--- src/rtl/pwm_pkg.sv ---
`default_nettype none
// +----------------------------------------------------------------------------+
// | Module   : pwm_pkg                                                         |
// | Brief    : Shared state encoding, duty threshold and parameter checks.     |
// | Revision : 1.0                                                             |
// +----------------------------------------------------------------------------+
package pwm_pkg;

    typedef enum logic [1:0] {
        ST_IDLE = 2'd0,
        ST_RAMP = 2'd1,
        ST_DONE = 2'd2
    } state_t;

    // Odd multiples of a quarter-step: code 0 is never dark, top code stays under 50%.
    function automatic logic [31:0] thr(input logic [31:0] d, input int cbits, input int dbits);
        return ((d << 1) + 32'd1) << (cbits - dbits - 2);
    endfunction

    function automatic bit params_ok(input int cbits, input int dbits, input int hold_periods);
        return (cbits >= dbits + 2) && (hold_periods >= 1) && (cbits <= 32);
    endfunction

endpackage
`default_nettype wire

--- src/rtl/pwm_core.sv ---
`default_nettype none
// +----------------------------------------------------------------------------+
// | Module   : pwm_core                                                        |
// | Brief    : Free-running period counter, boundary flag and PWM compare.     |
// | Revision : 1.0                                                             |
// +----------------------------------------------------------------------------+
module pwm_core
    import pwm_pkg::*;
#(
    parameter int CBITS = 18,
    parameter int DBITS = 4
) (
    input  logic             clk,
    input  logic             rst,
    input  logic [DBITS-1:0] cur_duty,
    output logic             pwm_out,
    output logic             period_end
);

    logic [CBITS-1:0] r_cnt;
    logic [CBITS-1:0] w_thr;
    logic             r_pwm;

    assign w_thr      = CBITS'(thr(32'(cur_duty), CBITS, DBITS));
    assign period_end = (r_cnt == {CBITS{1'b1}});
    assign pwm_out    = r_pwm;

    // Compare uses the pre-increment count, so the output lags the counter by one cycle.
    always_ff @(posedge clk) begin
        if (rst) begin
            r_cnt <= '0;
            r_pwm <= 1'b0;
        end else begin
            r_cnt <= r_cnt + CBITS'(1);
            r_pwm <= (r_cnt < w_thr);
        end
    end

endmodule
`default_nettype wire

--- src/rtl/pwm_duty_sequencer.sv ---
`default_nettype none
// +----------------------------------------------------------------------------+
// | Module   : pwm_duty_sequencer                                              |
// | Brief    : Ramps PWM duty toward requested targets at period boundaries.   |
// | Revision : 1.0                                                             |
// +----------------------------------------------------------------------------+
module pwm_duty_sequencer
    import pwm_pkg::*;
#(
    parameter int CBITS        = 18,
    parameter int DBITS        = 4,
    parameter int HOLD_PERIODS = 4
) (
    input  logic             clk,
    input  logic             rst,
    input  logic             req_valid,
    input  logic [DBITS-1:0] req_duty,
    output logic             req_ready,
    output logic             pwm_out,
    output logic [DBITS-1:0] cur_duty,
    output logic             busy,
    output logic             done,
    output logic             period_end
);

    localparam int HBITS = (HOLD_PERIODS > 1) ? $clog2(HOLD_PERIODS) : 1;
    localparam logic [HBITS-1:0] c_hold_reload = HBITS'(HOLD_PERIODS - 1);

    if (!params_ok(CBITS, DBITS, HOLD_PERIODS)) begin : g_param_check
        $error("pwm_duty_sequencer: illegal CBITS/DBITS/HOLD_PERIODS combination");
    end

    state_t           r_state;
    state_t           w_state_nxt;
    logic [DBITS-1:0] r_duty;
    logic [DBITS-1:0] w_duty_nxt;
    logic [DBITS-1:0] r_target;
    logic [DBITS-1:0] w_target_nxt;
    logic [HBITS-1:0] r_hold;
    logic [HBITS-1:0] w_hold_nxt;
    logic [DBITS-1:0] w_step;

    pwm_core #(
        .CBITS (CBITS),
        .DBITS (DBITS)
    ) u_core (
        .clk        (clk),
        .rst        (rst),
        .cur_duty   (r_duty),
        .pwm_out    (pwm_out),
        .period_end (period_end)
    );

    always_ff @(posedge clk) begin
        if (rst) begin
            r_state  <= ST_IDLE;
            r_duty   <= '0;
            r_target <= '0;
            r_hold   <= '0;
        end else begin
            r_state  <= w_state_nxt;
            r_duty   <= w_duty_nxt;
            r_target <= w_target_nxt;
            r_hold   <= w_hold_nxt;
        end
    end

    always_comb begin
        w_state_nxt  = r_state;
        w_duty_nxt   = r_duty;
        w_target_nxt = r_target;
        w_hold_nxt   = r_hold;
        // Only used in RAMP, where target and duty always differ, so no wrap is possible.
        w_step       = (r_target > r_duty) ? (r_duty + DBITS'(1)) : (r_duty - DBITS'(1));

        case (r_state)
            ST_IDLE: begin
                if (req_valid) begin
                    w_target_nxt = req_duty;
                    if (req_duty == r_duty) begin
                        w_state_nxt = ST_DONE;
                    end else begin
                        w_hold_nxt  = c_hold_reload;
                        w_state_nxt = ST_RAMP;
                    end
                end
            end
            ST_RAMP: begin
                if (period_end) begin
                    if (r_hold != '0) begin
                        w_hold_nxt = r_hold - HBITS'(1);
                    end else begin
                        w_duty_nxt = w_step;
                        w_hold_nxt = c_hold_reload;
                        if (w_step == r_target) begin
                            w_state_nxt = ST_DONE;
                        end
                    end
                end
            end
            ST_DONE: begin
                w_state_nxt = ST_IDLE;
            end
            default: begin
                w_state_nxt = ST_IDLE;
            end
        endcase
    end

    assign req_ready = (r_state == ST_IDLE);
    assign busy      = (r_state != ST_IDLE);
    assign done      = (r_state == ST_DONE);
    assign cur_duty  = r_duty;

endmodule
`default_nettype wire

--- config.mk ---
export PLATFORM = sky130hd
export DESIGN_NAME = pwm_duty_sequencer
export DESIGN_NICKNAME = d
export VERILOG_FILES = /design/src/rtl/pwm_pkg.sv /design/src/rtl/pwm_core.sv /design/src/rtl/pwm_duty_sequencer.sv
export SDC_FILE = /design/constraint.sdc
export NUM_CORES = 1
export LEC_CHECK = 0
export BUFFER_PORTS_ARGS = -buffer_cell sky130_fd_sc_hd__buf_2
export CAP_MARGIN = 20
export CORE_ASPECT_RATIO = 1.5
export CORE_MARGIN = 2
export CORE_UTILIZATION = 55
export CTS_BUF_LIST = sky130_fd_sc_hd__clkbuf_8
export CTS_CLUSTER_DIAMETER = 100
export DETAILED_ROUTE_END_ITERATION = 8
export PLACE_DENSITY = 0.76
export SLEW_MARGIN = 20
export SYNTH_ARGS = -nofsm -noshare
export SYNTH_HDL_FRONTEND = slang
export SYNTH_SLANG_ARGS = --single-unit
--- constraint.sdc ---
create_clock -name clk -period 9.85 [get_ports clk]
set_clock_uncertainty 0.15 [all_clocks]
set_input_delay 1.97 -clock clk [delete_from_list [all_inputs] [get_ports clk]]
set_output_delay 1.97 -clock clk [all_outputs]
set_load 0.01 [all_outputs]
==> results of run 1 <==
## logic make-up after synthesis
logic type	Yosys count	share of synthesized area, %
adder cells (fa/ha/maj)	13	9.912
AND/OR/NAND/NOR	78	27.19
XOR/XNOR	23	11.74
buffers and inverters	18	4.008
multiplexers	3	1.749
flip-flops	31	36.15
AO/OA/AOI/OAI	23	9.257
## per-stage QoR
| step | util, % | power, mW | cells |
|---|---|---|---|
| after floorplan | - | 0.1604 | 189 |
| after global placement | 61.99 | 0.1671 | 239 |
| after detailed placement | 61.99 | 0.1690 | 239 |
| after CTS | 65.39 | 0.2773 | 247 |
| after global routing | 65.39 | 0.2861 | 247 |
| final | 65.39 | 0.2744 | 247 |
## power by group through the flow
| stage | clock (mW) | combinational [mW] | sequential, mW |
|---|---|---|---|
| finish | 0.108 | 0.0346 | 0.132 |
| global route | 0.115 | 0.0386 | 0.132 |
| CTS | 0.111 | 0.0349 | 0.132 |
| detailed placement | 0 | 0.0345 | 0.135 |
| global placement | 0 | 0.0329 | 0.134 |
| floorplan | 0 | 0.0264 | 0.134 |
## registers in the layout (all words and copies together), names as in the netlist
signal,flops
cur_duty,4
r_hold,2
r_state,2
r_target,4
u_core.pwm_out,1
u_core.r_cnt,18
## worst max-delay path: cells and delay by family (launching register included)
kind / cells / cell delay [ps]
buffers and inverters: 1 / 140
flip-flops: 1 / 370
AND/OR/NAND/NOR: 3 / 700
adder cells (fa/ha/maj): 1 / 250
## layout by cell type (no fill, tap or decap), types with 2 or more instances in the layout
cell type,count
sky130_fd_sc_hd__a211oi_1,2
sky130_fd_sc_hd__a21oi_1,7
sky130_fd_sc_hd__and3_1,3
sky130_fd_sc_hd__and4_1,2
sky130_fd_sc_hd__buf_2,15
sky130_fd_sc_hd__clkbuf_8,7
sky130_fd_sc_hd__dfxtp_1,31
sky130_fd_sc_hd__ha_1,12
sky130_fd_sc_hd__inv_1,15
sky130_fd_sc_hd__mux2i_1,3
sky130_fd_sc_hd__nand2_1,6
sky130_fd_sc_hd__nand3_1,5
sky130_fd_sc_hd__nand4_1,4
sky130_fd_sc_hd__nor2_1,29
sky130_fd_sc_hd__nor2b_1,5
sky130_fd_sc_hd__nor3_1,3
sky130_fd_sc_hd__nor4_1,2
sky130_fd_sc_hd__o21ai_0,4
sky130_fd_sc_hd__or2_2,2
sky130_fd_sc_hd__or3_1,3
sky130_fd_sc_hd__xnor2_1,8
sky130_fd_sc_hd__xor2_1,15
## area by class of cell
cell class / instances / area [um2] / share of cell area [%]
Multi-Input combinational cell: 140 / 1027 / 53.38
Sequential cell: 31 / 620.6 / 32.25
Clock buffer: 7 / 96.34 / 5.006
Timing Repair Buffer: 15 / 75.07 / 3.901
Inverter: 14 / 52.55 / 2.731
Tap cell: 39 / 48.80 / 2.536
Clock inverter: 1 / 3.754 / 0.1951
## final timing paths
| kind | end | slack, ps | depth (start not counted) |
|---|---|---|---|
| setup / recovery | period_end | 5990 | 5 |
| hold / removal | u_core.r_cnt[0] | 320 | 1 |
| setup reg to reg | r_state[0] | 6470 | 12 |
| hold reg to reg | u_core.r_cnt[0] | 320 | 1 |
## per-layer routing
layer / GRT usage, % / part of all wire, %
met5: 0 / 0
met4: 13.27 / 3.4
met3: 4.527 / 4.5
met2: 39.85 / 54
met1: 21.57 / 38
==> flow_metrics.py, run 1 <==
metrics = {
    "die": {
        "coreArea_um2": 2943,
        "fp.dieH_um": 72.43,
        "initial_core_util_pct": 58.33,
        "fp.dieArea_um2": 3593,
        "placement_rows": 24,
        "io_pins": 16,
        "floorplan.die.width_um": 49.62,
    },
    "synth": {
        "synth_seq_area_share_pct": 36.15,
        "synth_nets": 209,
        "synth_async_sr_flop_share_pct": 0,
        "netlist_top_cells_area": "sky130_fd_sc_hd__dfxtp_1 (36%), sky130_fd_sc_hd__ha_1 (8.7%), sky130_fd_sc_hd__xor2_1 (7.7%)",
        "syn_inst": 189,
        "yosys.area.top_type_share_pct": 36.15,
        "netlist_area_um2": 1717,
        "postSynthRegisterBits": 31,
        "synth.largest_area_cell": "sky130_fd_sc_hd__dfxtp_1",
        "post_synth_most_frequent_cells": "sky130_fd_sc_hd__dfxtp_1 (31), sky130_fd_sc_hd__nor2_1 (29), sky130_fd_sc_hd__xor2_1 (15)",
        "synth_edf_count": 0,
        "ys_dominant_reg_cell": "sky130_fd_sc_hd__dfxtp_1",
        "synth.avg_cell_area_um2": 9.083,
        "synthDistinctLibCells": 47,
        "synth.yosys.warnings": 0,
        "yosysMostFrequentCell": "sky130_fd_sc_hd__dfxtp_1",
    },
    "critical_path": {
        "rr_startpoint": "cur_duty[2]",
        "crit_required_ps": 7730,
        "worstSetupEndpointType": "primary output",
        "worst_setup_path_startpoint": "u_core.r_cnt[0]",
        "timing.critical_path.cells": "ha_1 > nand3_4 > nor3_2 > and3_1 > buf_2",
        "crit_path_max_fanout": 6,
        "critical-path-max-stage-delay_ps": 370,
        "critical_path.slowest_cell": "sky130_fd_sc_hd__dfxtp_1",
        "path_class": "flop to primary output",
        "crit_arrival_ps": 1740,
        "startpoint_type": "flop",
    },
    "clock_tree": {
        "cts_hold_buffers": 0,
        "clkLatencyLatePin_ps": 290,
        "tritoncts_num_sinks": 31,
        "cts_root_buffer": "sky130_fd_sc_hd__clkbuf_8",
        "cts_buffer_depth": 2,
        "cts-buffers-inserted": 5,
        "postCtsResizedCells": 0,
        "cts.clk_slew.worst_paths_ps": 60,
        "cts_max_level": 2,
        "post_cts.repair.setup_buffers": 0,
        "clock_tree_from_tritoncts": "built",
    },
    "power": {
        "clock_power_share_pct": 39.3,
        "peakVddDrop_v": 0.0001441,
        "cellInternalPower_uw": 206.9,
        "pwr-share-seq_pct": 48.0,
        "swShare_pct": 24.59,
        "combPwrFrac_pct": 12.6,
        "power.static_leakage_nw": 0.8000,
        "netsw_uw": 67.46,
        "pd_cells_nw_per_um2": 142.6,
    },
    "route": {
        "routed-via-count": 1377,
        "detail-route-antenna-nets": 0,
        "first_pass_iters": 4,
        "drt_iter0_drc": 27,
        "route.detailed.vias_per_inst": 5.575,
        "route.detailed.drc": 0,
        "drt-total-wl_mm": 3.350,
        "post_drt_wl_per_cell_um": 13.56,
    },
    "sta": {
        "fmax_mhz": 258.8,
        "setup_total_negative_slack_ps": 0,
        "setup_slack_ps": 5986,
        "setup-violations-final": 0,
        "maxSlewHeadroom_pct": 64.12,
        "rsz0062_at_grt": "no",
        "hold-worst-slack_ps": 322.2,
        "drv_slew": 0,
        "final_min_period_over_clock_period_pct": 39.23,
        "hold_violations": 0,
        "worst_pin_slew_ps": 538.3,
        "layout_min_cycle_time_ps": 3864,
    },
    "cells_and_area": {
        "layout.filler_cells": 267,
        "final_layout_size_suffix_gt1_share_pct": 16.83,
        "antenna_cells_inserted": 0,
        "design_area_um2": 1924,
        "finish.net_count": 227,
        "area.growth.synth_to_final_pct": 12.10,
    },
    "grt": {
        "grt_antenna_before_repair": 0,
        "grt_util_all_layers_pct": 21.55,
        "grt_pass1_vias": 1389,
        "grt.overflow.total": 0,
        "first_pass_grt_wire_length_mm": 5.830,
        "grt_start_max_net_pins": 32,
    },
    "status": {
        "status": "finished, final reports clean",
    },
    "placed_design": {
        "dp_hpwl_mm": 2.579,
        "numPortBuffers": 15,
        "gp_routability_congestion": 0.7812,
        "dp_worst_setup_slack_ps": 6290,
        "postPlaceCellArea_um2": 1824,
    },
    "min_path": {
        "hold_path_class": "flop to flop",
        "hold_path.startpoint": "u_core.r_cnt[0]",
    },
    "run": {
        "maxCapViolCount": 0,
    },
}
Power figures use the tool's default switching activity.
==> run 2: changes to the inputs <==
==> constraint.sdc (replaced) <==
create_clock -name clk -period 3.81 [get_ports clk]
set_clock_uncertainty 0.15 [all_clocks]
set_input_delay 0.762 -clock clk [delete_from_list [all_inputs] [get_ports clk]]
set_output_delay 0.762 -clock clk [all_outputs]
set_load 0.01 [all_outputs]
==> flow_metrics.py, run 2 (synthesis gave the netlist of run 1 again) <==
metrics = {
    "min_path": {
        "hold_path_class": "flop to flop",
        "worstHoldEndpoint": "u_core.pwm_out",
        "hold_path.startpoint": "u_core.r_cnt[17]",
        "whs_path_depth": 1,
    },
    "critical_path": {
        "rr_startpoint": "cur_duty[2]",
        "worst_r2r_endpoint": "r_state[0]",
        "critical_path.slowest_cell": "sky130_fd_sc_hd__or3_2",
        "timing.critical_path.cells": "inv_1 > ha_1 > or3_2 > o311ai_1 > or2_2 > ha_1 > a21o_1 > a221o_1 > o32a_2 > and3_1 > o31a_1",
        "r2r_setup_slack_ps": 460,
        "rr_worst_depth": 11,
        "cp_common_cell": "sky130_fd_sc_hd__ha_1",
        "crit_required_ps": 3830,
        "crit_arrival_ps": 3370,
        "critical-path-max-stage-delay_ps": 460,
        "startpoint_type": "flop",
        "crit_path_max_fanout": 5,
        "worstSetupEndpointType": "flop",
        "path_class": "flop to flop",
    },
    "die": {
        "fp.dieH_um": 72.43,
        "placement_rows": 24,
        "fp.dieArea_um2": 3593,
        "io_pins": 16,
        "coreArea_um2": 2943,
        "initial_core_util_pct": 58.33,
        "floorplan.die.width_um": 49.62,
    },
    "clock_tree": {
        "postCtsResizedCells": 0,
        "clkLatencyLatePin_ps": 280,
        "cts.clk_slew.worst_paths_ps": 70,
        "clock_tree_from_tritoncts": "built",
        "cts_root_buffer": "sky130_fd_sc_hd__clkbuf_8",
        "cts_hold_buffers": 0,
        "post_cts.repair.setup_buffers": 0,
        "cts-buffers-inserted": 5,
        "cts_max_level": 2,
        "cts_buffer_depth": 2,
        "tritoncts_num_sinks": 31,
    },
    "placed_design": {
        "postPlaceCellArea_um2": 1824,
        "dp_hpwl_mm": 2.773,
        "placed_cell_count": 239,
        "numPortBuffers": 15,
        "gp_routability_congestion": 0.8574,
    },
    "sta": {
        "maxSlewHeadroom_pct": 61.70,
        "fmax_mhz": 298.7,
        "setup-violations-final": 0,
        "worst_pin_slew_ps": 569.2,
        "rsz0062_at_grt": "no",
        "setup_total_negative_slack_ps": 0,
        "hold_violations": 0,
        "layout_min_cycle_time_ps": 3348,
        "final_min_period_over_clock_period_pct": 87.87,
        "drv_slew": 0,
    },
    "run": {
        "maxCapViolCount": 0,
    },
    "cells_and_area": {
        "design_area_um2": 1912,
        "multi_input_area_um2": 1027,
        "layout.filler_cells": 259,
        "area.growth.synth_to_final_pct": 11.37,
        "antenna_cells_inserted": 0,
        "largest_register_ffs": 18,
        "layout_common_cells": "sky130_fd_sc_hd__dfxtp_1 (31), sky130_fd_sc_hd__nor2_1 (29), sky130_fd_sc_hd__xor2_1 (15), sky130_fd_sc_hd__buf_2 (15), sky130_fd_sc_hd__inv_1 (14)",
        "final_layout_size_suffix_gt1_share_pct": 16.91,
        "layout.cells.most_common": "sky130_fd_sc_hd__dfxtp_1",
        "ff_latch_area_um2": 620.6,
        "final_cells": 246,
        "finish.net_count": 227,
        "top_register": "u_core.r_cnt",
    },
    "grt": {
        "grt_pass1_vias": 1372,
        "grt_start_max_net_pins": 32,
        "grt_util_all_layers_pct": 22.00,
        "grt.overflow.total": 0,
        "grt_antenna_before_repair": 0,
        "first_pass_grt_wire_length_mm": 5.954,
    },
    "route": {
        "drt_iter0_drc": 16,
        "routed-via-count": 1351,
        "first_pass_iters": 6,
        "route.detailed.drc": 0,
        "post_drt_wl_per_cell_um": 14.35,
        "drt-total-wl_mm": 3.529,
        "detail-route-antenna-nets": 0,
        "route.detailed.vias_per_inst": 5.492,
    },
    "power": {
        "combPwrFrac_pct": 13.1,
        "clock_power_share_pct": 37.3,
        "pwr-share-seq_pct": 49.6,
        "cellInternalPower_uw": 514.6,
        "netsw_uw": 172.5,
        "peakVddDrop_v": 0.0003045,
        "power.static_leakage_nw": 0.7914,
        "swShare_pct": 25.11,
        "pd_cells_nw_per_um2": 359.4,
    },
    "status": {
        "status": "finished, final reports clean",
    },
}
## run 2: layout make-up
cell class | count | share of cell area [%]
Clock inverter | 1 | 0.2618
Multi-Input combinational cell | 140 | 53.73
Timing Repair Buffer | 15 | 3.927
Inverter | 14 | 2.749
Sequential cell | 31 | 32.46
Clock buffer | 6 | 4.319
Tap cell | 39 | 2.552
## run 2: worst max-delay path by stage
stage / cells after the start / slack [ps] / endpoint / from
3_3_place_gp: 11 / 630 / r_state[0] / cur_duty[2]
6_report: 11 / 460 / r_state[0] / cur_duty[2]
5_1_grt: 12 / 330 / r_state[0] / cur_duty[2]
2_1_floorplan: 11 / 650 / r_state[0] / cur_duty[2]
4_1_cts: 11 / 470 / r_state[0] / cur_duty[2]
3_5_place_dp: 11 / 490 / r_state[0] / cur_duty[2]
## run 2: per-layer routing
metal  up-vias  GRT usage, %  wire length, um
met5         -             0                0
met4         0         10.19               86
met3         7         4.321               81
met2        20         43.11             1957
met1       634         21.49             1403
li1        690             -                -
## run 2: critical path: cells and delay by family (launching register included)
family / cells / cell delay (ps)
AO/OA/AOI/OAI: 5 / 1100
adder cells (fa/ha/maj): 2 / 590
buffers and inverters: 1 / 110
flip-flops: 1 / 430
AND/OR/NAND/NOR: 3 / 870
## run 2: power by group through the flow
| stage | Clock [mW] | Sequential [mW] | Combinational, mW |
|---|---|---|---|
| 6_report | 0.256 | 0.341 | 0.0900 |
| 5_1_grt | 0.278 | 0.342 | 0.100 |
| 4_1_cts | 0.264 | 0.341 | 0.0897 |
| 3_5_place_dp | 0 | 0.348 | 0.0892 |
| 3_3_place_gp | 0 | 0.347 | 0.0847 |
| 2_1_floorplan | 0 | 0.346 | 0.0684 |
## run 2: metrics by stage
stage	setup slack, ps	hold WS (ps)	util, %	total power, mW
3_3_place_gp	627.5	288.4	61.99	0.4320
3_5_place_dp	490.2	322.1	61.99	0.4371
4_1_cts	473.4	331.2	64.97	0.6945
5_1_grt	325.5	363.5	64.97	0.7202
2_1_floorplan	646.7	279.5	-	0.4148
6_report	462.0	325.0	64.97	0.6871
==> run 3: changes to the inputs <==
--- a/config.mk
+++ b/config.mk
@@ -13,6 +13,7 @@
 export CTS_BUF_LIST = sky130_fd_sc_hd__clkbuf_8
 export CTS_CLUSTER_DIAMETER = 100
 export DETAILED_ROUTE_END_ITERATION = 8
+export MAX_ROUTING_LAYER = met4
 export PLACE_DENSITY = 0.76
 export SLEW_MARGIN = 20
 export SYNTH_ARGS = -nofsm -noshare
==> flow_metrics.py, run 3 (synthesis gave the netlist of run 1 again) <==
metrics = {
    "sta": {
        "rsz0062_at_grt": "no",
        "setup-violations-final": 0,
        "drv_slew": 0,
        "setup_total_negative_slack_ps": 0,
        "hold-worst-slack_ps": 325.0,
        "final_min_period_over_clock_period_pct": 87.89,
        "setup_slack_ps": 461.4,
        "fmax_mhz": 298.6,
        "worst_pin_slew_ps": 569.4,
        "layout_min_cycle_time_ps": 3349,
        "maxSlewHeadroom_pct": 61.69,
        "hold_violations": 0,
    },
    "route": {
        "route.detailed.vias_per_inst": 5.496,
        "post_drt_wl_per_cell_um": 14.41,
        "first_pass_iters": 6,
        "detail-route-antenna-nets": 0,
        "drt-total-wl_mm": 3.545,
        "route.detailed.drc": 0,
        "routed-via-count": 1352,
        "drt_iter0_drc": 17,
    },
    "cells_and_area": {
        "ff_latch_area_um2": 620.6,
        "area.growth.synth_to_final_pct": 11.37,
        "antenna_cells_inserted": 0,
        "postLayoutCoreUtil_pct": 64.97,
        "top_register": "u_core.r_cnt",
        "multi_input_area_um2": 1027,
        "final_layout_size_suffix_gt1_share_pct": 16.91,
        "largest_register_ffs": 18,
        "layout_common_cells": "sky130_fd_sc_hd__dfxtp_1 (31), sky130_fd_sc_hd__nor2_1 (29), sky130_fd_sc_hd__xor2_1 (15), sky130_fd_sc_hd__buf_2 (15), sky130_fd_sc_hd__inv_1 (14)",
        "finish.net_count": 227,
        "layout.filler_cells": 259,
        "layout.cells.most_common": "sky130_fd_sc_hd__dfxtp_1",
    },
    "clock_tree": {
        "cts-buffers-inserted": 5,
        "cts_max_level": 2,
        "cts_buffer_depth": 2,
        "postCtsResizedCells": 0,
        "cts_root_buffer": "sky130_fd_sc_hd__clkbuf_8",
        "clock_tree_from_tritoncts": "built",
        "tritoncts_num_sinks": 31,
        "cts.clk_slew.worst_paths_ps": 70,
        "post_cts.repair.setup_buffers": 0,
        "cts_hold_buffers": 0,
        "clkLatencyLatePin_ps": 290,
    },
    "critical_path": {
        "startpoint_type": "flop",
        "critical_path.slowest_cell": "sky130_fd_sc_hd__or3_2",
        "worstSetupEndpointType": "flop",
        "critical-path-max-stage-delay_ps": 460,
        "timing.critical_path.cells": "inv_1 > ha_1 > or3_2 > o311ai_1 > or2_2 > ha_1 > a21o_1 > a221o_1 > o32a_2 > and3_1 > o31a_1",
        "worst_r2r_endpoint": "r_state[0]",
        "rr_worst_depth": 11,
        "cp_common_cell": "sky130_fd_sc_hd__ha_1",
        "rr_startpoint": "cur_duty[2]",
        "crit_required_ps": 3840,
        "r2r_setup_slack_ps": 460,
        "crit_arrival_ps": 3380,
        "path_class": "flop to flop",
        "crit_path_max_fanout": 5,
    },
    "die": {
        "floorplan.die.width_um": 49.62,
        "initial_core_util_pct": 58.33,
        "coreArea_um2": 2943,
        "fp.dieArea_um2": 3593,
        "fp.dieH_um": 72.43,
        "io_pins": 16,
        "placement_rows": 24,
    },
    "power": {
        "combPwrFrac_pct": 13.1,
        "clock_power_share_pct": 37.4,
        "pd_cells_nw_per_um2": 360.1,
        "swShare_pct": 25.25,
        "netsw_uw": 173.8,
        "cellInternalPower_uw": 514.6,
        "power.static_leakage_nw": 0.7914,
        "pwr-share-seq_pct": 49.5,
        "peakVddDrop_v": 0.0003045,
        "report.power.total_uw": 688.4,
    },
    "grt": {
        "first_pass_grt_wire_length_mm": 5.934,
        "grt_pass1_vias": 1375,
        "grt_start_max_net_pins": 32,
        "grt_util_all_layers_pct": 22.60,
        "grt_antenna_before_repair": 0,
        "grt.overflow.total": 0,
    },
    "min_path": {
        "hold_path.startpoint": "u_core.r_cnt[17]",
        "whs_path_depth": 1,
        "worstHoldEndpoint": "u_core.pwm_out",
        "hold_path_class": "flop to flop",
    },
    "status": {
        "status": "finished, final reports clean",
    },
    "run": {
        "maxCapViolCount": 0,
    },
    "placed_design": {
        "gp_routability_congestion": 0.8712,
        "numPortBuffers": 15,
        "dp_hpwl_mm": 2.773,
        "dp_worst_setup_slack_ps": 490.2,
    },
}
## run 3: worst max-delay path by stage
stage                      end        start  slack, ps  cells past startpoint
floorplan           r_state[0]  cur_duty[2]        650                     11
global placement    r_state[0]  cur_duty[2]        630                     11
detailed placement  r_state[0]  cur_duty[2]        490                     11
CTS                 r_state[0]  cur_duty[2]        470                     11
global route        r_state[0]  cur_duty[2]        330                     12
finish              r_state[0]  cur_duty[2]        460                     11
## run 3: worst max-delay path: cells and delay by family, from the launching register on
| kind | cells | cell delay [ps] |
|---|---|---|
| DFF | 1 | 430 |
| buffers and inverters | 1 | 110 |
| AOI/OAI and AO/OA | 5 | 1100 |
| adders and majority gates | 2 | 590 |
| and+or+nand+nor | 3 | 870 |
## run 3: layout make-up
type                            instances  share of cell area (%)
Tap cell                               39                   2.552
Clock inverter                          1                  0.2618
Timing Repair Buffer                   15                   3.927
Sequential cell                        31                   32.46
Multi-Input combinational cell        140                   53.73
Clock buffer                            6                   4.319
Inverter                               14                   2.749
## run 3: power groups by stage
| stage | sequential (mW) | clock, mW | combinational (mW) |
|---|---|---|---|
| finish | 0.341 | 0.258 | 0.0900 |
| global route | 0.342 | 0.278 | 0.100 |
| CTS | 0.341 | 0.264 | 0.0897 |
| detailed placement | 0.348 | 0 | 0.0892 |
| global placement | 0.347 | 0 | 0.0847 |
| floorplan | 0.346 | 0 | 0.0684 |
## run 3: routing by layer
| layer | wire length [um] | vias to the layer above | track usage, % |
|---|---|---|---|
| li1 | - | 691 | - |
| met1 | 1411 | 634 | 21.36 |
| met2 | 1957 | 20 | 43.11 |
| met3 | 92 | 7 | 4.321 |
| met4 | 85 | 0 | 10.19 |
| met5 | 0 | - | - |
## run 3: stage by stage
stage / instance area (um2) / cells
after floorplan: 1717 / 189
after global placement: 1824 / 239
after detailed placement: 1824 / 239
after CTS: 1912 / 246
after global routing: 1912 / 246
final: 1912 / 246
